## src/rtl/sw_debounce.sv

```systemverilog
// Switch conditioner: 2-flop synchroniser, shared sample tick, per-bit debounce and change strobes.
// Optional macro SW_DEBOUNCE_EDGE_EN builds the oRise/oFall direction strobes.
module sw_debounce #(
    parameter int unsigned N            = 18,
    parameter int unsigned TICK_DIV     = 50000,
    parameter int unsigned STABLE_TICKS = 10
) (
    input  logic         iCLK,
    input  logic         iRST,
    input  logic [N-1:0] iSW,
    output logic [N-1:0] oSW,
    output logic [N-1:0] oChanged,
    output logic         oAny,
    output logic [N-1:0] oRise,
    output logic [N-1:0] oFall
);

    localparam int unsigned PW = (TICK_DIV > 1) ? $clog2(TICK_DIV) : 1;
    localparam int unsigned CW = $clog2(STABLE_TICKS + 1);
    localparam logic [PW-1:0] PRESC_MAX = PW'(TICK_DIV - 1);
    localparam logic [CW-1:0] CNT_LAST  = CW'(STABLE_TICKS - 1);

    logic [N-1:0]  s1;
    logic [N-1:0]  s2;
    logic [PW-1:0] presc;
    logic          tick;
    logic [CW-1:0] cnt [N];
    logic [N-1:0]  mismatch;
    logic [N-1:0]  flip;

    always_ff @(posedge iCLK or posedge iRST) begin
        if (iRST) begin
            s1 <= '0;
            s2 <= '0;
        end else begin
            s1 <= iSW;
            s2 <= s1;
        end
    end

    assign tick = (presc == PRESC_MAX);

    always_ff @(posedge iCLK or posedge iRST) begin
        if (iRST) begin
            presc <= '0;
        end else if (tick) begin
            presc <= '0;
        end else begin
            presc <= presc + 1'b1;
        end
    end

    always_comb begin
        mismatch = s2 ^ oSW;
        flip     = '0;
        for (int i = 0; i < int'(N); i++) begin
            flip[i] = mismatch[i] & tick & (cnt[i] == CNT_LAST);
        end
    end

    // Any cycle where the synchronised level matches the output restarts qualification.
    always_ff @(posedge iCLK or posedge iRST) begin
        if (iRST) begin
            for (int i = 0; i < int'(N); i++) begin
                cnt[i] <= '0;
            end
        end else begin
            for (int i = 0; i < int'(N); i++) begin
                if (!mismatch[i] || flip[i]) begin
                    cnt[i] <= '0;
                end else if (tick) begin
                    cnt[i] <= cnt[i] + 1'b1;
                end
            end
        end
    end

    always_ff @(posedge iCLK or posedge iRST) begin
        if (iRST) begin
            oSW      <= '0;
            oChanged <= '0;
            oAny     <= 1'b0;
        end else begin
            oSW      <= oSW ^ flip;
            oChanged <= flip;
            oAny     <= |flip;
        end
    end

`ifdef SW_DEBOUNCE_EDGE_EN
    always_ff @(posedge iCLK or posedge iRST) begin
        if (iRST) begin
            oRise <= '0;
            oFall <= '0;
        end else begin
            oRise <= s2 & flip;
            oFall <= ~s2 & flip;
        end
    end
`else
    assign oRise = '0;
    assign oFall = '0;
`endif

endmodule

```

## config.mk

```make
export PLATFORM = sky130hd
export DESIGN_NAME = sw_debounce
export DESIGN_NICKNAME = d
export VERILOG_FILES = /design/src/rtl/sw_debounce.sv
export SDC_FILE = /design/constraint.sdc
export NUM_CORES = 1
export LEC_CHECK = 0
export CAP_MARGIN = 20
export CORE_MARGIN = 2
export CORE_UTILIZATION = 45
export CTS_CLUSTER_DIAMETER = 80
export CTS_CLUSTER_SIZE = 16
export DETAILED_ROUTE_END_ITERATION = 12
export MAX_ROUTING_LAYER = met4
export PLACE_DENSITY = 0.64
export SETUP_SLACK_MARGIN = 0.02
export SYNTH_ARGS = -nofsm -noshare
export SYNTH_HDL_FRONTEND = slang
export SYNTH_SLANG_ARGS = --single-unit
```

## constraint.sdc

```tcl
create_clock -name iCLK -period 7.05 [get_ports iCLK]
set_input_delay 1.41 -clock iCLK [delete_from_list [all_inputs] [get_ports iCLK]]
set_output_delay 1.41 -clock iCLK [all_outputs]
set_load 0.02 [all_outputs]
```

==> flow_metrics.tcl, run 1 <==
set metrics [dict create \
    initial_core_util_pct 46.12 \
    period_needed_ns 2.906 \
    tns_ns 0 \
    dieWidth_um 131.6 \
    synth.most_common_cell "dfrtp_1" \
    cts.sinks 161 \
    synth_top_area_share_pct 54.99 \
    period_share_pct 41.23 \
    fill_cells 1362 \
    async_reset_ff_share_pct 100.0 \
    post_drt_wl_per_cell_um 13.25 \
    maxCapViolCount 0 \
    slew_headroom_pct 30.17 \
    ys_seq_area_share_pct 54.99 \
    grt_max_degree 97 \
    synthToLayoutAreaGrowth_pct 17.61 \
    layout-drive-gt1-share_pct 5.754 \
    cts-buffers-inserted 17 \
    drc_errors 0 \
    diodes 0 \
    ir_worst_vdd_uv 189.7 \
    yosys_warnings 0 \
    clkLatencyLatePin_ns 0.42 \
    rr_endpoint "cnt[10]" \
    worstPathArrival_ns 3.36 \
    drt-met1-wl_mm 6.105 \
    cts_max_path_buffers 2 \
    crit_required_ns 7.50 \
    placed_cells 967 \
    first_pass_iters 4 \
    preCtsSetupSlack_ns 3.580 \
    crit_fanout 96 \
    max_freq_mhz 344.1 \
    grt_pass1_vias 5027 \
    synth_largest_area_cell "dfrtp_1" \
    synth_edf_count 0 \
    rsz0062_at_grt "no" \
    gp_congestion 0.7495 \
    fp-row-count 46 \
    holdPathStages 0 \
    status "finished, final reports clean" \
    stdcell_area_sq_um 8617 \
    first_iter_violations 257 \
    setup_viol 0 \
    skew_ns 0.008284 \
    synth.ff_latch_count 161 \
    nNetsFinal 827 \
    ant_nets 0 \
    critPathLaunchType "input port" \
    min_from "s1[13]" \
    routed_wl_mm 13.22 \
    vias_per_cell 5.050 \
    ff_latch_area_sq_um 4029 \
    syn_area_per_cell_sq_um 10.33 \
    dieArea_sq_um 17320 \
    synth_cell_type_count 37 \
    synth-main-ff-cell "dfrtp_1" \
    hold_viol 0 \
    root_buffer "clkbuf_16" \
    synthTopCellsByArea "dfrtp_1, ha_1, a21oi_1, nor2_1, nor3_1" \
    netlist_instances 709 \
    worst_pin_slew_ns 1.033 \
    end_kind "asynchronous set/reset pin" \
    final_cells 998 \
    core_area_sq_um 15890 \
    die_h_um 131.6 \
    r2r-start "presc[0]" \
    clkTransAtPathRegs_ns 0.06 \
    cts-htree-levels 4 \
    cts_tree "built" \
    multi_input_area_sq_um 2987 \
    place_area_sq_um 7979 \
    maxUsedRoutingLayer "met4" \
    track_usage_pct 16.55 \
    place_hpwl_mm 8.744 \
    met3WireLength_um 532 \
    yosys-top-cells-count "dfrtp_1, nor2_1, nand2_1" \
    antenna_found_initial 0 \
    synth.cell_area_sq_um 7327 \
    io_pins 93 \
    grt_pass1_wl_mm 22.75 \
    reg2reg_slack_ns 4.45 \
    postCtsHoldBufs 0 \
    path_class "input port to asynchronous set/reset pin" \
    p_total_mw 1.979 \
    port_buffers 56 \
    routed-wl-met2_mm 6.417 \
    cts_resized 0 \
    hold_class "flip-flop to flip-flop" \
    grt-ovfl-total 0 \
    r2r_cells 7 \
    final_max_slew_viol_count 0 \
    via_count 5040 \
    layout_setup_ws_ns 4.144 \
    p_leak_nw 3.891 \
    postCtsSetupBuffers 0 \
    power_density_nw_per_um2 229.7 \
    holdPathEnd "s2[13]" \
]
report_power, final:
part / internal (mW) / switching [mW]
logic: 0.0131 / 0.0437
registers: 0.935 / 0.00409
clock network: 0.628 / 0.356
total: 1.58 / 0.404
logic make-up after synthesis:
family | Yosys count | synth area share (%)
simple gates | 280 | 18.49
flops | 161 | 54.99
compound gates | 95 | 7.223
buf+inv | 79 | 6.062
xor+xnor | 47 | 5.618
fa+ha+maj | 37 | 6.318
mux | 9 | 1.247
other cells | 1 | 0.05118
stage by stage:
step                      hold WS, ns  utilization, %
final                          0.3506           54.25
after global routing           0.3563           54.25
after CTS                      0.3505           54.25
after detailed placement       0.3358           50.23
after global placement         0.3334           50.23
after floorplan                0.3312               -
area by class of cell:
cell class,instances,area share (%)
sequential,161,46.75
multi-input combinational,504,34.66
timing repair buffer,60,6.853
clock buffer,22,5.619
tap,216,3.136
clock inverter,9,1.786
inverter,26,1.191
sequential cells by signal, summed over array words and instances, names as in the netlist:
signal    flops
s2           18
cnt          72
oSW          18
oAny          1
s1           18
oChanged     18
presc        16
layout by cell type (no fill, tap or decap), types with 12 or more instances in the layout:
| cell type | netlist | final |
|---|---|---|
| and2_1 | 22 | 22 |
| nor2_1 | 77 | 77 |
| or3_1 | 12 | 12 |
| o21ai_0 | 21 | 21 |
| conb_1 | 1 | 36 |
| a21oi_1 | 59 | 59 |
| nor3_1 | 57 | 57 |
| nand3_1 | 17 | 17 |
| xnor2_1 | 26 | 26 |
| xor2_1 | 21 | 21 |
| clkbuf_16 | 0 | 17 |
| nand2_1 | 67 | 67 |
| inv_1 | 26 | 25 |
| ha_1 | 37 | 37 |
| clkdlybuf4s50_1 | 0 | 56 |
| dfrtp_1 | 161 | 161 |
routing by layer:
layer	vias to the layer above	track usage, %
met5	-	-
met4	0	5.737
met2	107	27.08
met1	2453	19.65
li1	2465	-
met3	15	4.784
how the worst max path moves through the flow:
stage	to	startpoint	slack [ns]	cells past startpoint
2_1_floorplan	cnt[0]	iRST	1.29	1
3_3_place_gp	presc[0]	iRST	3.66	3
3_5_place_dp	presc[0]	iRST	3.58	3
4_1_cts	cnt[21]	iRST	4.03	3
5_1_grt	presc[1]	iRST	3.84	3
6_report	cnt[39]	iRST	4.14	3
worst max-delay path: stages:
cell and delay, ns:
clkdlybuf4s50_1 0.47, inv_6 0.63, buf_4 0.77
Power figures use the tool's default switching activity.
==> run 2: changes to the inputs <==
- PLACE_DENSITY: 0.64 -> 0.67
- clock period: 7.05 -> 2.55 ns (I/O delays scaled with it)
==> flow_metrics.tcl, run 2 (synthesis gave the netlist of run 1 again) <==
set metrics [dict create \
    status "finished, final reports clean" \
    mostFrequentLayoutCells "dfrtp_1, nor2_1, nand2_1" \
    holdWs_ns 0.3446 \
    drc_errors 0 \
    cp_num_cells 5 \
    cts.sinks 161 \
    crit_fanout 5 \
    regMostFlops "cnt" \
    grt-ovfl-total 0 \
    critPathLaunch "oSW[2]" \
    grt_pass1_vias 5105 \
    fill_cells 1336 \
    nNetsFinal 833 \
    post_drt_wl_per_cell_um 13.56 \
    crit_family "compound AO/OA/AOI/OAI gates" \
    postCtsHoldBufs 0 \
    initial_core_util_pct 46.12 \
    worstPathArrival_ns 2.49 \
    hold_class "flip-flop to flip-flop" \
    hold_viol 0 \
    final_core_util_pct 55.50 \
    period_needed_ns 2.204 \
    clkPwrFrac_pct 53.0 \
    cts_tree "built" \
    fp-row-count 46 \
    r2r_cells 5 \
    slew_headroom_pct 46.88 \
    io_pins 93 \
    clkTransAtPathRegs_ns 0.07 \
    cts_resized 0 \
    path_class "flip-flop to flip-flop" \
    antenna_found_initial 0 \
    gp_congestion 0.8010 \
    worst-path-buf-inv 0 \
    port_buffers 56 \
    reg2reg_slack_ns 0.35 \
    p_switching_mw 1.159 \
    pwr-share-comb_pct 2.8 \
    place_area_sq_um 8085 \
    grt_max_degree 59 \
    grt_pass1_wl_mm 23.45 \
    crit_required_ns 2.84 \
    core_area_sq_um 15890 \
    setup_viol 0 \
    first_pass_iters 5 \
    intPower_mw 4.719 \
    cpPeakStageDelay_ns 0.70 \
    root_buffer "clkbuf_16" \
    first_iter_violations 402 \
    layout_setup_ws_ns 0.3459 \
    worst_pin_slew_ns 0.7906 \
    track_usage_pct 17.20 \
    cts-buffers-inserted 17 \
    crit_path_end "oAny" \
    p_total_mw 5.878 \
    postCtsSetupBuffers 0 \
    cp_cell_sequence "xnor2_1 -> nor3_1 -> a2111oi_0 -> and3_1 -> a31oi_1" \
    rr_endpoint "oAny" \
    final_common_cell "dfrtp_1" \
    seq_power_share_pct 44.1 \
    place_hpwl_mm 9.265 \
    period_share_pct 86.44 \
    power_density_nw_per_um2 666.8 \
    clkLatencyLatePin_ns 0.42 \
    end_kind "flip-flop" \
    critPathLaunchType "flip-flop" \
    dieWidth_um 131.6 \
    cts-htree-levels 4 \
    synthToLayoutAreaGrowth_pct 20.32 \
    p_leak_nw 3.987 \
    r2r-start "oSW[2]" \
    layout-drive-gt1-share_pct 6.717 \
    via_count 5183 \
    final_max_slew_viol_count 0 \
    slowest_stage "a2111oi_0" \
    min_from "s1[16]" \
    largest_reg_flops 72 \
    ir_worst_vdd_uv 488.6 \
    placed_cells 973 \
    routed_wl_mm 13.63 \
    rsz0062_at_grt "no" \
    die_h_um 131.6 \
    vias_per_cell 5.157 \
    maxCapViolCount 0 \
    final_cells 1005 \
    stdcell_area_sq_um 8816 \
    tns_ns 0 \
    preCtsSetupSlack_ns 0.3412 \
    dieArea_sq_um 17320 \
    cts_max_path_buffers 2 \
    swShare_pct 19.71 \
    diodes 0 \
    ant_nets 0 \
    skew_ns 0.007838 \
    max_freq_mhz 453.7 \
    holdPathStages 0 \
]
==> run 2: power groups by stage <==
stage	combinational [mW]	sequential [mW]	clock [mW]
floorplan	0.150	2.64	0
global placement	0.168	2.64	0
detailed placement	0.171	2.64	0
CTS	0.171	2.59	3.18
global route	0.187	2.59	3.29
finish	0.167	2.59	3.12
==> run 2: worst reg2reg max path: stages (launching register included) <==
cell and delay, ns:
dfrtp_1 0.42, xnor2_1 0.42, nor3_1 0.20, a2111oi_0 0.70, and3_1 0.26, a31oi_1 0.08
==> run 2: metal layers <==
metal  global-route usage (%)  wire [um]
met1                    20.06       6045
met2                    28.74       6887
met4                    6.099        144
met5                        -          0
met3                    4.630        551
==> run 2: cell type report <==
class                   count  area (sq um)  area share [%]
clock buffers              19         452.9           5.138
well taps                 216         270.3           3.066
flip-flops and latches    161          4029           45.70
inverters                  26         101.3           1.150
clock inverters            13         277.8           3.151
multi-input cells         504          2987           33.88
repair buffers             66         698.2           7.919
==> run 2: worst min path at each step <==
stage,endpoint,slack [ns]
floorplan,s2[0],0.33
global placement,s2[5],0.33
detailed placement,s2[5],0.34
CTS,s2[16],0.35
global route,s2[16],0.35
finish,s2[16],0.34
